File: src/rtl/fre_meas_sched_if.sv
// Result stream of the frequency measurement scheduler.
// Handshake: the producer raises res_valid with res_ch/res_M/res_N/res_timeout
// stable; the payload is consumed, and may only change, after a rising clock
// edge at which res_valid && res_ready are both high.
interface fre_meas_sched_if #(
   parameter int NCH = 4
);
   localparam int CHW = $clog2(NCH);

   logic           res_valid;
   logic           res_ready;
   logic [CHW-1:0] res_ch;
   logic [31:0]    res_M;
   logic [31:0]    res_N;
   logic           res_timeout;

   modport master (
      output res_valid,
      input  res_ready,
      output res_ch,
      output res_M,
      output res_N,
      output res_timeout
   );

   modport slave (
      input  res_valid,
      output res_ready,
      input  res_ch,
      input  res_M,
      input  res_N,
      input  res_timeout
   );
endinterface

File: src/rtl/fre_meas_sched.sv
// Multi-channel equal-precision (reciprocal) frequency measurement scheduler.
// One shared counting engine is time-multiplexed over the enabled channels,
// lowest index first; each channel yields one (ch, M, N, timeout) result.
module fre_meas_sched #(
   parameter int          NCH            = 4,
   parameter int unsigned GATE_CYCLES    = 100_000_000,
   parameter int unsigned TIMEOUT_CYCLES = 200_000_000
) (
   input  logic              clk_100M,
   input  logic              rst_n,
   input  logic [NCH-1:0]    sig,
   input  logic [NCH-1:0]    ch_en,
   input  logic              start,
   output logic              busy,
   output logic              gate,
   output logic [2:0]        state_dbg,
   fre_meas_sched_if.master  res
);
   localparam int CHW = $clog2(NCH);

   // Elaboration-time parameter sanity: M must never wrap within a gate plus
   // the longest allowed wait for the closing edge.
   if (NCH < 2 || NCH > 8) begin : g_bad_nch
      $error("fre_meas_sched: NCH must be in 2..8");
   end
   if (GATE_CYCLES == 0 || TIMEOUT_CYCLES == 0) begin : g_bad_zero
      $error("fre_meas_sched: GATE_CYCLES and TIMEOUT_CYCLES must be nonzero");
   end
   if (64'(GATE_CYCLES) + 64'(TIMEOUT_CYCLES) >= 64'h1_0000_0000) begin : g_bad_range
      $error("fre_meas_sched: GATE_CYCLES + TIMEOUT_CYCLES must be below 2^32");
   end

   typedef enum logic [2:0] {
      S_IDLE   = 3'd0,
      S_SELECT = 3'd1,
      S_ARM    = 3'd2,
      S_COUNT  = 3'd3,
      S_CLOSE  = 3'd4,
      S_OUTPUT = 3'd5
   } state_t;

   state_t         state_q, state_nx;
   logic [NCH-1:0] sync1, sync2, sync3, edge_q;
   logic [NCH-1:0] mask_q;
   logic [CHW-1:0] ch_q;
   logic [CHW-1:0] sel_idx;
   logic           sel_found;
   logic           sel_edge;
   logic [31:0]    m_cnt, n_cnt, t_cnt;
   logic [31:0]    res_m_q, res_n_q;
   logic           res_to_q;
   logic           t_hit, g_done, accept;

   // Two-flop synchronizer, delayed copy, registered rising-edge pulse; the
   // fixed latency is the same at gate open and close so it cancels in M.
   always_ff @(posedge clk_100M or negedge rst_n) begin
      if (!rst_n) begin
         sync1  <= '0;
         sync2  <= '0;
         sync3  <= '0;
         edge_q <= '0;
      end else begin
         sync1  <= sig;
         sync2  <= sync1;
         sync3  <= sync2;
         edge_q <= sync2 & ~sync3;
      end
   end

   // Lowest remaining channel of the latched mask; served channels are
   // cleared from the mask, which gives the ascending scan order.
   always_comb begin
      sel_found = 1'b0;
      sel_idx   = '0;
      for (int i = NCH - 1; i >= 0; i--) begin
         if (mask_q[i]) begin
            sel_found = 1'b1;
            sel_idx   = CHW'(i);
         end
      end
   end

   assign sel_edge  = edge_q[ch_q];
   // t_cnt holds the number of completed wait cycles, so this is the last one.
   assign t_hit     = (t_cnt == 32'(TIMEOUT_CYCLES - 1));
   // In COUNT, m_cnt doubles as the gate counter (both start at 0 on opening).
   assign g_done    = (m_cnt == 32'(GATE_CYCLES - 1));
   assign accept    = start && (ch_en != '0);
   assign state_dbg = state_q;

   // State register.
   always_ff @(posedge clk_100M or negedge rst_n) begin
      if (!rst_n) state_q <= S_IDLE;
      else        state_q <= state_nx;
   end

   // Next-state and state-decoded outputs.
   always_comb begin
      state_nx      = state_q;
      busy          = (state_q != S_IDLE);
      gate          = (state_q == S_COUNT) || (state_q == S_CLOSE);
      res.res_valid = (state_q == S_OUTPUT);
      case (state_q)
         S_IDLE:   if (accept) state_nx = S_SELECT;
         S_SELECT: state_nx = sel_found ? S_ARM : S_IDLE;
         S_ARM: begin
            if (sel_edge)   state_nx = S_COUNT;
            else if (t_hit) state_nx = S_OUTPUT;
         end
         S_COUNT:  if (g_done) state_nx = S_CLOSE;
         S_CLOSE:  if (sel_edge || t_hit) state_nx = S_OUTPUT;
         S_OUTPUT: if (res.res_ready) state_nx = S_SELECT;
         default:  state_nx = S_IDLE;
      endcase
   end

   // Counting datapath and result registers.
   always_ff @(posedge clk_100M or negedge rst_n) begin
      if (!rst_n) begin
         mask_q   <= '0;
         ch_q     <= '0;
         m_cnt    <= '0;
         n_cnt    <= '0;
         t_cnt    <= '0;
         res_m_q  <= '0;
         res_n_q  <= '0;
         res_to_q <= 1'b0;
      end else begin
         case (state_q)
            S_IDLE: begin
               if (accept) mask_q <= ch_en;
            end
            S_SELECT: begin
               t_cnt <= '0;
               if (sel_found) ch_q <= sel_idx;
            end
            S_ARM: begin
               if (sel_edge) begin
                  m_cnt <= '0;
                  n_cnt <= '0;
               end else begin
                  t_cnt <= t_cnt + 32'd1;
                  if (t_hit) begin
                     res_m_q  <= '0;
                     res_n_q  <= '0;
                     res_to_q <= 1'b1;
                  end
               end
            end
            S_COUNT: begin
               m_cnt <= m_cnt + 32'd1;
               // An edge on the final gate cycle is still inside the gate.
               if (sel_edge) n_cnt <= n_cnt + 32'd1;
               if (g_done)   t_cnt <= '0;
            end
            S_CLOSE: begin
               m_cnt <= m_cnt + 32'd1;
               if (sel_edge) begin
                  res_m_q  <= m_cnt + 32'd1;
                  res_n_q  <= n_cnt + 32'd1;
                  res_to_q <= 1'b0;
               end else begin
                  t_cnt <= t_cnt + 32'd1;
                  if (t_hit) begin
                     res_m_q  <= '0;
                     res_n_q  <= '0;
                     res_to_q <= 1'b1;
                  end
               end
            end
            S_OUTPUT: begin
               if (res.res_ready) mask_q[ch_q] <= 1'b0;
            end
            default: ;
         endcase
      end
   end

   assign res.res_ch      = ch_q;
   assign res.res_M       = res_m_q;
   assign res.res_N       = res_n_q;
   assign res.res_timeout = res_to_q;
endmodule

File: src/flat_wrapper.sv
// flat-port wrapper written by rule: the top's interface ports become plain ports
module fre_meas_sched_flat 
#(
   parameter int          NCH            = 4,
   parameter int unsigned GATE_CYCLES    = 100_000_000,
   parameter int unsigned TIMEOUT_CYCLES = 200_000_000
)
  (clk_100M, rst_n, sig, ch_en, start, busy, gate, state_dbg, res_res_valid, res_res_ready, res_res_ch, res_res_M, res_res_N, res_res_timeout);
  fre_meas_sched_if #(.NCH(NCH)) res_i ();
  input  logic clk_100M;
  input  logic rst_n;
  input  logic [NCH-1:0] sig;
  input  logic [NCH-1:0] ch_en;
  input  logic start;
  output logic busy;
  output logic gate;
  output logic [2:0] state_dbg;
  output wire logic [$bits(res_i.res_valid)-1:0] res_res_valid;
  input wire logic [$bits(res_i.res_ready)-1:0] res_res_ready;
  output wire logic [$bits(res_i.res_ch)-1:0] res_res_ch;
  output wire logic [$bits(res_i.res_M)-1:0] res_res_M;
  output wire logic [$bits(res_i.res_N)-1:0] res_res_N;
  output wire logic [$bits(res_i.res_timeout)-1:0] res_res_timeout;
  assign res_res_valid = res_i.res_valid;
  assign res_i.res_ready = res_res_ready;
  assign res_res_ch = res_i.res_ch;
  assign res_res_M = res_i.res_M;
  assign res_res_N = res_i.res_N;
  assign res_res_timeout = res_i.res_timeout;
  fre_meas_sched #(.NCH(NCH), .GATE_CYCLES(GATE_CYCLES), .TIMEOUT_CYCLES(TIMEOUT_CYCLES)) u_core (.clk_100M(clk_100M), .rst_n(rst_n), .sig(sig), .ch_en(ch_en), .start(start), .busy(busy), .gate(gate), .state_dbg(state_dbg), .res(res_i));
endmodule
File: config.mk
export PLATFORM = sky130hd
export DESIGN_NAME = fre_meas_sched_flat
export DESIGN_NICKNAME = d
export VERILOG_FILES = /design/src/rtl/fre_meas_sched_if.sv /design/src/rtl/fre_meas_sched.sv /design/src/flat_wrapper.sv
export SDC_FILE = /design/constraint.sdc
export NUM_CORES = 1
export LEC_CHECK = 0
export CAP_MARGIN = 20
export CORE_ASPECT_RATIO = 0.8
export CORE_UTILIZATION = 50
export DETAILED_ROUTE_END_ITERATION = 8
export PLACE_DENSITY_LB_ADDON = 0.3
export SLEW_MARGIN = 20
export SYNTH_ARGS = -nofsm -noshare
export SYNTH_HDL_FRONTEND = slang
export SYNTH_SLANG_ARGS = --single-unit
File: constraint.sdc
create_clock -name clk_100M -period 5.3 [get_ports clk_100M]
set_clock_uncertainty 0.1 [all_clocks]
set_input_delay 0.53 -clock clk_100M [delete_from_list [all_inputs] [get_ports clk_100M]]
set_output_delay 0.53 -clock clk_100M [all_outputs]
set_load 0.005 [all_outputs]
==> results.cfg, run 1 <==
[clock_tree]
cts_buffer_depth = 2
clkSinkCount = 186
path_clk_slew_ps = 70
tritoncts = built
hold_buffers = 0
cts_max_level = 4
cts-root-buf = clkbuf_16
worstSkewPairLatency_ps = 440
post_cts_resized = 0
numCtsBuffers = 17
postCtsSetupBuffers = 0

[place]
hpwl_um = 14800
place_ws_ps = 1840
place_congestion = 0.883
port_buffers = 84

[sta]
setup_viol = 0
fmax_mhz = 262
maxSlewHeadroom = 0.324
drv_slew = 0
min_period_ps = 3810
layout_setup_ws_ps = 1490
grt_setup_unrepaired = false
tightest_slew_ps = 1000
fin_crit_sh = 0.719
tns_ps = 0
hold_violations = 0

[die]
die_h_um = 124
die_area_um2 = 19100
core_um2 = 18200
floorplan.initialDensity = 0.511
dieWidth_um = 154
ioPinCount = 85
rows = 44

[yosys]
yosys_register_bits = 186
yosysTopAreaCell = dfrtp_1
synth.distinct_cells = 55
synth_warnings = 0
avgSynthCellArea_um2 = 9.13
syn_area_um2 = 9290
yosys.area.top_type_share = 0.501
synth_edf_count = 0
syn_inst = 1017
async_flop_share = 1.00
syn-num-nets = 1032
synthTopCellsByArea = dfrtp_1, o21ai_0, nand2_1
ys.flop_type = dfrtp_1
synth_seq_area_share = 0.501

[route]
first_pass_iters = 5
drtIter0Drc = 696
via_count = 7771
remaining_drc_errors = 0
post_drt_wl_per_cell_um = 17.1
wirelength_um = 22300
drtAntennaViolNets = 0
via_per_inst = 5.95

[worst_setup_path]
cp.arrival_ps = 3180
cp_max_fo = 40
end_kind = output pin
criticalPathCategory = reg -> out
required_ps = 4670
cp-start-kind = flop

[finish]
drive_gt1_frac = 0.0502
finish.net_count = 1079
syn2layout_area_growth_pct = 16.9
fill_cells = 1542
antennaDiodeCount = 0

[pwr]
p_leak_nw = 4.30
ir_worst_vdd_v = 0.000240
p_per_area_nw_per_um2 = 359

[global_route]
grt_pass1_vias = 7104
gr-total-overflow = 0
track_usage = 0.244
antenna_found_initial = 0
grt_pass1_wl_um = 36500
grt_max_degree = 92

[flow_run]
max_cap_viol_count = 0

[run_status]
status = completed

[worst_hold_path]
hold_class = in -> async
[per-layer routing]
metal	routed length (µm)	global-route usage
met5	0	0
met4	272	0.0675
met3	1110	0.0484
met2	10200	0.383
met1	10800	0.347
[stage by stage]
step / area (µm²) / std cells / power, W / util / hold slack (ps)
finish: 10900 / 1305 / 0.00389 / 0.598 / 71.2
global route: 10900 / 1305 / 0.00408 / 0.598 / 138
CTS: 10900 / 1305 / 0.00391 / 0.597 / 102
detailed placement: 10300 / 1275 / 0.00259 / 0.564 / 236
global placement: 10300 / 1275 / 0.00257 / 0.564 / 236
floorplan: 9290 / 1017 / 0.00226 / - / 134
[cell usage after synthesis, drive strengths merged, types with 4 or more instances]
cell	number
dfrtp	186
o21ai	156
nand2	151
clkbuf	60
nor2	59
nand3	40
o31ai	35
xnor2	35
xor2	34
a21oi	33
nand4	27
a31oi	20
and3	20
inv	17
and2	15
nor4	12
or3	12
and4	11
nor3	11
a22o	9
nor2b	9
a211oi	5
a21o	5
buf	5
or4	5
a2111oi	4
nand2b	4
[flip-flops by register name, summed over array words and instances, names as in the netlist]
signal                  count
u_core.edge_q               4
u_core.m_cnt               32
u_core.mask_q               4
u_core.n_cnt               32
u_core.res.res_M           32
u_core.res.res_N           32
u_core.res.res_ch           2
u_core.res.res_timeout      1
u_core.state_dbg            3
u_core.sync1                4
u_core.sync2                4
u_core.sync3                4
u_core.t_cnt               32
[final cells by class]
class,count,area (µm²),area share
Clock inverter,9,139,0.0128
Sequential cell,186,4650,0.429
Clock buffer,21,460,0.0424
Timing Repair Buffer,93,910,0.0838
Tap cell,230,288,0.0265
Multi-Input combinational cell,748,4340,0.399
Inverter,18,67.6,0.00622
[kinds of logic (layout without fill, tap and decap cells)]
logic type	Yosys count	after routing	synth area share
muxes	3	3	0.00471
DFF	186	186	0.501
and+or+nand+nor	388	388	0.204
adders and majority gates	3	3	0.00404
buffers and inverters	83	141	0.0344
xor gates and xnor gates	69	69	0.0651
AOI/OAI and AO/OA	285	285	0.186
[final timing paths]
path,from,end,slack (ps),depth (start not counted)
setup / recovery,u_core.state_dbg[2],gate,1490,5
hold / removal,rst_n,u_core.res.res_N[13],70,1
setup reg to reg,u_core.m_cnt[0],u_core.t_cnt[17],1750,7
hold reg to reg,u_core.sync1[2],u_core.sync2[2],250,0
max in group asynchronous,rst_n,u_core.m_cnt[1],3840,2
min in group clk_100M,u_core.sync1[2],u_core.sync2[2],250,0
[cells in the final DEF, fill, tap and decap left out, types with 4 or more instances in the layout]
master,n
a211oi_1,5
nand2_1,151
a21oi_1,31
or4_1,5
clkdlybuf4s50_1,83
nand2b_1,4
nand4_1,27
and4_1,11
a22o_1,9
buf_4,9
nor2b_1,9
and3_1,20
o31ai_1,35
inv_1,17
nor4_1,12
nor2_1,59
nand3_1,40
xor2_1,34
a21o_1,5
xnor2_1,35
dfrtp_1,186
a31oi_1,20
o21ai_0,155
nor3_1,11
or3_1,12
clkbuf_16,17
and2_1,13
[where the power goes]
| part | internal [W] | switching, W | total (W) |
|---|---|---|---|
| clock | 0.000768 | 0.000551 | 0.00132 |
| combinational | 0.000336 | 0.000605 | 0.000941 |
| sequential | 0.00151 | 0.000125 | 0.00163 |
| total | 0.00261 | 0.00128 | 0.00389 |
[worst max-delay path: stages, from the launching register on]
cell and delay, ps:
dfrtp_1 640, nor2b_1 290, a21oi_2 200, buf_4 380, clkinv_1 580, clkdlybuf4s50_1 620
Note: power is estimated with default switching activity, not from simulation.
==> run 2: changes to the inputs <==
==> constraint.sdc (replaced) <==
create_clock -name clk_100M -period 3.3 [get_ports clk_100M]
set_clock_uncertainty 0.1 [all_clocks]
set_input_delay 0.33 -clock clk_100M [delete_from_list [all_inputs] [get_ports clk_100M]]
set_output_delay 0.33 -clock clk_100M [all_outputs]
set_load 0.005 [all_outputs]
==> run 2 against run 1 <==
Against the previous run:
- combinational power up 73%
- power up 61%
- non-clock buffer count up 15
- sequential power up 60%
- clock power up 54%
- wire length up 1.1%
- via count up 0.97%
- sequential share of layout area down 0.49 points
- die area unchanged
- worst hold slack better by 150 ps
- first-iteration DRC count down 7.6%
- critical endpoint is now u_core.t_cnt[17]
- largest cell class unchanged
- highest routed layer unchanged
==> results.cfg, run 2 (synthesized netlist as in run 1, its figures left out) <==
[run_status]
status = completed

[finish]
fill_cells = 1549
drive_gt1_frac = 0.0632
mostFrequentLayoutCells = dfrtp_1, o21ai_0, nand2_1, clkdlybuf4s50_1, nor2_1
fin_util = 0.604
layout_commonest_cell = dfrtp_1
antennaDiodeCount = 0
finalNonFillerCells = 1322
syn2layout_area_growth_pct = 18.2
finish.net_count = 1094

[clock_tree]
numCtsBuffers = 17
cts-root-buf = clkbuf_16
cts_max_level = 4
clkSinkCount = 186
cts_buffer_depth = 2
path_clk_slew_ps = 70
worstSkewPairLatency_ps = 440
tritoncts = built

[die]
rows = 44
die_area_um2 = 19100
core_um2 = 18200
floorplan.initialDensity = 0.511
dieWidth_um = 154
ioPinCount = 85
die_h_um = 124

[route]
remaining_drc_errors = 0
via_per_inst = 5.93
drtIter0Drc = 643
wirelength_um = 22600
drtAntennaViolNets = 0
post_drt_wl_per_cell_um = 17.1
first_pass_iters = 5
via_count = 7846

[worst_setup_path]
cp.arrival_ps = 3220
cp_max_fo = 19
required_ps = 3550
end_kind = flop
critical-path-max-stage-delay_ps = 670
cp-start-kind = flop
crit_chain = mux4_2 > or2_0 > o31a_1 > and2_1 > or4_1 > a21oi_1
crit_family = simple AND/OR/NAND/NOR gates
critical_path_buf_inv_count = 0
criticalPathCategory = reg -> reg
cp_slowest_cell = mux4_2

[sta]
fin_crit_sh = 0.899
fmax_mhz = 337
drv_slew = 0
tns_ps = 0
hold_violations = 0
grt_setup_unrepaired = false
tightest_slew_ps = 792
layout_setup_ws_ps = 333
setup_viol = 0
maxSlewHeadroom = 0.472
min_period_ps = 2970
fin_hold_ws_ps = 225

[pwr]
ir_worst_vdd_v = 0.000477
p_leak_nw = 4.37
p_per_area_nw_per_um2 = 571

[place]
port_buffers = 84
hpwl_um = 15200
place_ws_ps = 390
place_congestion = 0.856
dpl.cell_count = 1289

[global_route]
antenna_found_initial = 0
gr-total-overflow = 0
grt_max_degree = 82
grt_pass1_wl_um = 37800
grt_pass1_vias = 7174
track_usage = 0.250

[flow_run]
max_cap_viol_count = 0

[worst_hold_path]
hold_class = in -> reg
[run 2: cell count changes in the layout (fill, tap and decap cells not counted)]
cell           change
buf_4             +11
buf_12             +3
clkbuf_8           -2
clkinv_2           +2
clkinv_4           +2
bufinv_16          -1
clkinvlp_4         +1
dlygate4sd3_1      +1
o21bai_1           +1
o21bai_2           -1
[run 2: worst register-to-register path, cell delays in order, from the launching register on]
cell and delay, ps:
dfrtp_1 490, mux4_2 670, or2_0 290, o31a_1 260
and2_1 370, or4_1 550, a21oi_1 150
[run 2: power breakdown]
part           internal, W  switching [W]  leakage [nW]
clock              0.00112       0.000909         0.276
sequential         0.00242       0.000192          2.54
combinational     0.000606        0.00102          1.56
total              0.00415        0.00212          4.37
[run 2: worst paths after layout]
check	startpoint	end	slack [ps]	cells past startpoint
min reg2reg	u_core.sync1[3]	u_core.sync2[3]	250	0
min	sig[2]	u_core.sync1[2]	230	1
max reg2reg	u_core.res.res_ch[0]	u_core.t_cnt[17]	330	6
max in group asynchronous	rst_n	u_core.res.res_M[13]	1890	3
min in group asynchronous	rst_n	u_core.n_cnt[18]	420	2
max	u_core.res.res_ch[0]	u_core.t_cnt[17]	330	6
[run 2: metal layers]
metal	vias up	wire length, µm	share of wire	global-route usage
li1	3751	-	-	-
met1	3823	10800	0.48	0.364
met2	242	10200	0.45	0.382
met3	30	1210	0.054	0.0459
met4	0	354	0.016	0.0774
met5	-	0	0	0
[run 2: repair_timing]
item,in CTS,in global routing
setup buffers,0,0
hold endpoints to repair,79,0
hold buffers,1,0
gates resized for setup,0,0
[run 2: layout make-up]
class / count / area (µm²) / share of cell area
repair buffers: 108 / 1060 / 0.0967
flip-flops and latches: 186 / 4650 / 0.424
inverters: 18 / 67.6 / 0.00615
well taps: 230 / 288 / 0.0262
clock inverters: 13 / 144 / 0.0131
multi-input cells: 748 / 4330 / 0.395
clock buffers: 19 / 433 / 0.0394
[run 2: stage by stage]
stage	total power (W)	cell area [µm²]
floorplan	0.00363	9290
global placement	0.00423	10400
detailed placement	0.00426	10400
CTS	0.00629	11000
global route	0.00660	11000
finish	0.00627	11000
